**src/rtl/coin_pkg.sv**
```systemverilog
// Shared definitions for the coin credit controller: state encoding,
// coin-value decode and the product price table.
package coin_pkg;

  localparam int CREDIT_W = 5;

  typedef enum logic [1:0] {
    ST_IDLE     = 2'b00,
    ST_COLLECT  = 2'b01,
    ST_DISPENSE = 2'b10,
    ST_CHANGE   = 2'b11
  } state_t;

  // Coin code to units: 00=1, 01=2, 10=5, 11=10.
  function automatic logic [CREDIT_W-1:0] coin_units(input logic [1:0] code);
    logic [CREDIT_W-1:0] units;
    unique case (code)
      2'b00:   units = 5'd1;
      2'b01:   units = 5'd2;
      2'b10:   units = 5'd5;
      default: units = 5'd10;
    endcase
    return units;
  endfunction

  // Product index to price in units: 0=5, 1=7, 2=10, 3=12.
  function automatic logic [CREDIT_W-1:0] price(input logic [1:0] sel);
    logic [CREDIT_W-1:0] units;
    unique case (sel)
      2'b00:   units = 5'd5;
      2'b01:   units = 5'd7;
      2'b10:   units = 5'd10;
      default: units = 5'd12;
    endcase
    return units;
  endfunction

endpackage

```
**src/rtl/coin_adder.sv**
```systemverilog
// Combinational coin decode and add; flags sums that do not fit the
// 5-bit credit register so the caller can refuse the coin.
module coin_adder
  import coin_pkg::*;
(
  input  logic [CREDIT_W-1:0] credit,
  input  logic [1:0]          code,
  output logic [CREDIT_W-1:0] sum,
  output logic                overflow
);

  // One extra bit catches anything above 31.
  logic [CREDIT_W:0] wide_sum;

  assign wide_sum = {1'b0, credit} + {1'b0, coin_units(code)};
  assign sum      = wide_sum[CREDIT_W-1:0];
  assign overflow = wide_sum[CREDIT_W];

endmodule

```
**src/rtl/coin_credit.sv**
```systemverilog
// Vending credit controller: accumulates coins, sells products against a
// price table, hands the dispense off, then pays change one unit at a time.
module coin_credit
  import coin_pkg::*;
(
  input  logic                clk,
  input  logic                areset,
  input  logic                coin_valid,
  input  logic [1:0]          coin_val,
  input  logic                sel_valid,
  input  logic [1:0]          sel,
  input  logic                cancel,
  input  logic                disp_done,
  input  logic                chg_ack,
  output logic                disp_req,
  output logic [1:0]          disp_sel,
  output logic                chg_req,
  output logic [CREDIT_W-1:0] credit,
  output logic                coin_rej,
  output logic                low_funds,
  output logic [1:0]          state
);

  state_t              state_q, state_d;
  logic [CREDIT_W-1:0] credit_q, credit_d;
  logic                disp_req_q, disp_req_d;
  logic [1:0]          disp_sel_q, disp_sel_d;
  logic                chg_req_q, chg_req_d;
  logic                coin_rej_q, coin_rej_d;
  logic                low_funds_q, low_funds_d;

  logic [CREDIT_W-1:0] coin_sum;
  logic                coin_ovf;
  logic                sel_ok;
  logic                accepting;

  coin_adder u_coin_adder (
    .credit   (credit_q),
    .code     (coin_val),
    .sum      (coin_sum),
    .overflow (coin_ovf)
  );

  assign sel_ok    = (credit_q >= price(sel));
  assign accepting = (state_q == ST_IDLE) || (state_q == ST_COLLECT);

  // State register.
  always_ff @(posedge clk or posedge areset) begin
    // NOTE: sequential state uses non-blocking assignments so every register
    // samples pre-edge values regardless of statement order.
    if (areset) state_q <= ST_IDLE;
    else        state_q <= state_d;
  end

  // Next-state logic; cancel outranks coins, coins outrank selections.
  always_comb begin
    // NOTE: default first so no path through the case leaves state_d
    // unassigned, which would otherwise infer a latch.
    state_d = state_q;
    unique case (state_q)
      ST_IDLE: begin
        if (coin_valid && !coin_ovf) state_d = ST_COLLECT;
      end
      ST_COLLECT: begin
        if (cancel)                       state_d = ST_CHANGE;
        else if (coin_valid)              state_d = ST_COLLECT;
        else if (sel_valid && sel_ok)     state_d = ST_DISPENSE;
      end
      ST_DISPENSE: begin
        if (disp_done) state_d = (credit_q != '0) ? ST_CHANGE : ST_IDLE;
      end
      ST_CHANGE: begin
        if (credit_q == '0 || (credit_q == 5'd1 && chg_req_q && chg_ack))
          state_d = ST_IDLE;
      end
    endcase
  end

  // Next values of credit and of every registered output.
  always_comb begin
    credit_d    = credit_q;
    disp_sel_d  = disp_sel_q;
    coin_rej_d  = 1'b0;
    low_funds_d = 1'b0;

    if (coin_valid) begin
      if (!accepting || coin_ovf || (state_q == ST_COLLECT && cancel))
        coin_rej_d = 1'b1;
      else
        credit_d = coin_sum;
    end

    if (sel_valid && !coin_valid) begin
      if (state_q == ST_IDLE) begin
        low_funds_d = 1'b1;
      end else if (state_q == ST_COLLECT && !cancel) begin
        if (sel_ok) begin
          credit_d   = credit_q - price(sel);
          disp_sel_d = sel;
        end else begin
          low_funds_d = 1'b1;
        end
      end
    end

    if (state_q == ST_CHANGE && chg_req_q && chg_ack && credit_q != '0)
      credit_d = credit_q - 5'd1;

    // Request lines follow the state being entered so they change on the
    // same edge as the state itself.
    disp_req_d = (state_d == ST_DISPENSE);
    chg_req_d  = (state_d == ST_CHANGE) && (credit_d != '0);
  end

  // Output and credit registers; reset discards any outstanding credit.
  always_ff @(posedge clk or posedge areset) begin
    if (areset) begin
      credit_q    <= '0;
      disp_req_q  <= 1'b0;
      disp_sel_q  <= 2'b00;
      chg_req_q   <= 1'b0;
      coin_rej_q  <= 1'b0;
      low_funds_q <= 1'b0;
    end else begin
      credit_q    <= credit_d;
      disp_req_q  <= disp_req_d;
      disp_sel_q  <= disp_sel_d;
      chg_req_q   <= chg_req_d;
      coin_rej_q  <= coin_rej_d;
      low_funds_q <= low_funds_d;
    end
  end

  assign credit    = credit_q;
  assign disp_req  = disp_req_q;
  assign disp_sel  = disp_sel_q;
  assign chg_req   = chg_req_q;
  assign coin_rej  = coin_rej_q;
  assign low_funds = low_funds_q;
  assign state     = state_q;

endmodule

```
**config.mk**
```make
export PLATFORM = sky130hd
export DESIGN_NAME = coin_credit
export DESIGN_NICKNAME = d
export VERILOG_FILES = /design/src/rtl/coin_pkg.sv /design/src/rtl/coin_adder.sv /design/src/rtl/coin_credit.sv
export SDC_FILE = /design/constraint.sdc
export NUM_CORES = 1
export LEC_CHECK = 0
export BUFFER_PORTS_ARGS = -buffer_cell sky130_fd_sc_hd__buf_4
export CORE_UTILIZATION = 50
export CTS_BUF_LIST = sky130_fd_sc_hd__clkbuf_4 sky130_fd_sc_hd__clkbuf_8 sky130_fd_sc_hd__clkbuf_16
export DETAILED_ROUTE_END_ITERATION = 8
export GPL_TIMING_DRIVEN = 0
export PLACE_DENSITY = 0.74
export SYNTH_ARGS = -nofsm -noshare
export SYNTH_HDL_FRONTEND = slang
export SYNTH_SLANG_ARGS = --single-unit
export TNS_END_PERCENT = 5
```
**constraint.sdc**
```tcl
create_clock -name clk -period 2.2 [get_ports clk]
set_clock_uncertainty 0.05 [all_clocks]
set_input_delay 0.55 -clock clk [delete_from_list [all_inputs] [get_ports clk]]
set_output_delay 0.55 -clock clk [all_outputs]
set_load 0.02 [all_outputs]
```
==> flow_metrics.tcl <==
set metrics [dict create \
    synth_seq_cells 13 \
    regToRegEndpoint "chg_req$_DFF_PP0_" \
    drt_first_pass_iters 6 \
    hold_viol 0 \
    clock.fmax_ghz 0.405 \
    rows 18 \
    drc_errors 2 \
    io-pin-count 24 \
    grt_pass1_wl_um 5010 \
    grt_pass1_vias 1147 \
    violations "DRC, setup timing" \
    io_buffers 23 \
    drt_iter0_drc 20 \
    cp_data_required_time_ns 2.36 \
    synth_top_family_by_area "simple AND/OR/NAND/NOR gates" \
    synth_area_um2 1290 \
    syn_inst 138 \
    path_delay_family "simple AND/OR/NAND/NOR gates" \
    final_antenna_net_count 0 \
    core-area_um2 2450 \
    cts_max_path_buffers 2 \
    fin_crit_sh_pct 112 \
    yosys.area_share.adder_pct 17.7 \
    crit_arrival_ns 2.63 \
    synth_warnings 0 \
    viasPerCell 5.83 \
    ys.flop_type "dfrtp_1" \
    fin_nets 200 \
    syn_to_final_growth_pct 32.6 \
    cts_tree "built" \
    rsz0062_at_grt "true" \
    via_count 1172 \
    slew_headroom_pct 63.6 \
    synth-simple-area-share_pct 24.6 \
    max-cap-violations 0 \
    drive_gt1_share_pct 42.7 \
    wirelength_um 3060 \
    synth-edff-count 0 \
    antenna_cells 0 \
    fp.dieW_um 52.8 \
    yosysUniqueCellTypes 51 \
    final_area_um2 1710 \
    die-area_um2 2780 \
    final_common_cell "buf_4" \
    cp_slowest_cell "or4b_1" \
    place_area_um2 1540 \
    r2r-start "credit[1]$_DFF_PP0_" \
    grt_usage_pct 24.9 \
    max_stage_delay_ns 0.58 \
    hp-class "in -> async" \
    wl_per_cell_um 15.2 \
    layout_setup_ws_ns -0.269 \
    period_minus_slack_ns 2.47 \
    critPathLaunchType "primary input" \
    htree_levels 1 \
    critPathBufInv 2 \
    peakVddDrop_uv 843 \
    cts_root_buf "clkbuf_4" \
    p_leak_uw 0.000782 \
    hpwl_um 2250 \
    synthMuxAreaShare_pct 2.52 \
    antenna_found_initial 0 \
    finalSetupViolations 8 \
    reg2reg_depth 7 \
    cts_num_sinks 13 \
    cp-startpoint "sel[0]" \
    worstSetupEndpointType "flip-flop" \
    grt_max_degree 14 \
    worstSkewPairLatency_ns 0.28 \
    syn_nets 166 \
    layout_common_cells "buf_4 (30), nor2_1 (10), dfrtp_1 (10)" \
    synth_compound_area_share_pct 22.3 \
    die_h_um 52.8 \
    p_per_area_nw_per_um2 1280 \
    start_util_pct 52.5 \
    path_class "in -> reg" \
    worst_hold_slack_ns 0.254 \
    place_congestion 0.880 \
    grt-ovfl-total 0 \
    path_clk_slew_ns 0.08 \
    async_reset_ff_share_pct 100 \
    worst-path-max-fanout 7 \
    status "finished with violations" \
    cts_buffers 3 \
    worst_slew_pin_slew_ns 0.545 \
    ys_seq_area_share_pct 25.2 \
    synth_xor_xnor_area_share_pct 2.72 \
    path_cells "buf_4 -> clkinvlp_4 -> ha_4 -> nor2_2 -> nor2_1 -> ha_2 -> and4_4 -> nor3_4 -> or4b_1 -> o221a_4 -> a41oi_2" \
    rrSetupSlack_ns -0.18 \
    slew_viol_final 0 \
    avgSynthCellArea_um2 9.34 \
]
timing repair:
| item | CTS | global route |
|---|---|---|
| hold endpoints to repair | 0 | 0 |
| setup buffers | 4 | 2 |
| resized for setup | 15 | 5 |
| setup endpoints to repair | 9 | 11 |
| pin swaps | 8 | 8 |
| hold buffers | 0 | 0 |
worst max-delay path by stage:
stage | end | cells past startpoint
finish | chg_req$_DFF_PP0_ | 11
global route | disp_req$_DFF_PP0_ | 12
CTS | disp_req$_DFF_PP0_ | 11
detailed placement | chg_req$_DFF_PP0_ | 11
global placement | chg_req$_DFF_PP0_ | 12
floorplan | chg_req$_DFF_PP0_ | 10
cell families (layout without fill, tap and decap cells):
| logic type | count (synthesis) | in the layout |
|---|---|---|
| compound gates | 36 | 36 |
| xor+xnor | 4 | 4 |
| fa+ha+maj | 17 | 17 |
| buf+inv | 14 | 47 |
| flops | 13 | 13 |
| mux | 3 | 3 |
| simple gates | 51 | 51 |
worst reg2reg max path, stage by stage (launching register included):
cell and delay [ns]:
dfrtp_2 0.49, ha_1 0.29, a21oi_1 0.30, a2bb2oi_4 0.28, nand2_2 0.12, mux2_2 0.30
a211oi_2 0.28, a41oi_2 0.14
registers in the layout (all words and copies together) (netlist names):
name,flops
credit,5
disp_sel,2
state,2
chg_req,1
coin_rej,1
disp_req,1
low_funds,1
synth_stat cells (3+ instances only):
master     n  area (um2)
o21ai_0    4        20.0
nor2b_1    4        25.0
a211oi_1   3        22.5
inv_1     12        45.0
a21boi_0   3        22.5
nand3_1    3        15.0
dfrtp_1   13         325
a21o_1     3        22.5
a21oi_1    6        30.0
nand2_1    8        30.0
nand3b_1   3        22.5
ha_1      15         188
nor2_1    12        45.0
layout make-up:
class                   instances  area [um2]
fillers                       198         746
multi-input cells             111        1030
flip-flops and latches         13         329
plain buffers                   2        18.8
clock buffers                   4        30.0
well taps                      30        37.5
repair buffers                 29         218
inverters                      12        48.8
stage by stage:
| stage | total power [uW] | TNS (ns) | utilization, % | setup WS [ns] | std cells |
|---|---|---|---|---|---|
| 2_1_floorplan | 1430 | -1.57 | - | -0.293 | 138 |
| 3_3_place_gp | 1770 | -4.45 | 62.7 | -0.591 | 191 |
| 3_5_place_dp | 1810 | -5.12 | 62.7 | -0.627 | 191 |
| 4_1_cts | 2120 | -1.19 | 67.8 | -0.232 | 199 |
| 5_1_grt | 2380 | -2.50 | 69.6 | -0.378 | 201 |
| 6_report | 2190 | -1.39 | 69.6 | -0.269 | 201 |
report_power, final:
| group | leakage, uW | internal (uW) | switching (uW) |
|---|---|---|---|
| combinational | 0.000609 | 738 | 776 |
| clock | 0.0000184 | 82.8 | 83.6 |
| sequential | 0.000155 | 342 | 172 |
| total | 0.000782 | 1160 | 1030 |
routing by layer:
layer  vias up  global-route usage (%)  wire [um]
met5         -                       0          0
met4         0                    9.65         69
met3         7                    4.06         81
met2        31                    43.7       1570
met1       559                    29.9       1350
li1        575                       -          -
Power figures use the tool's default switching activity.
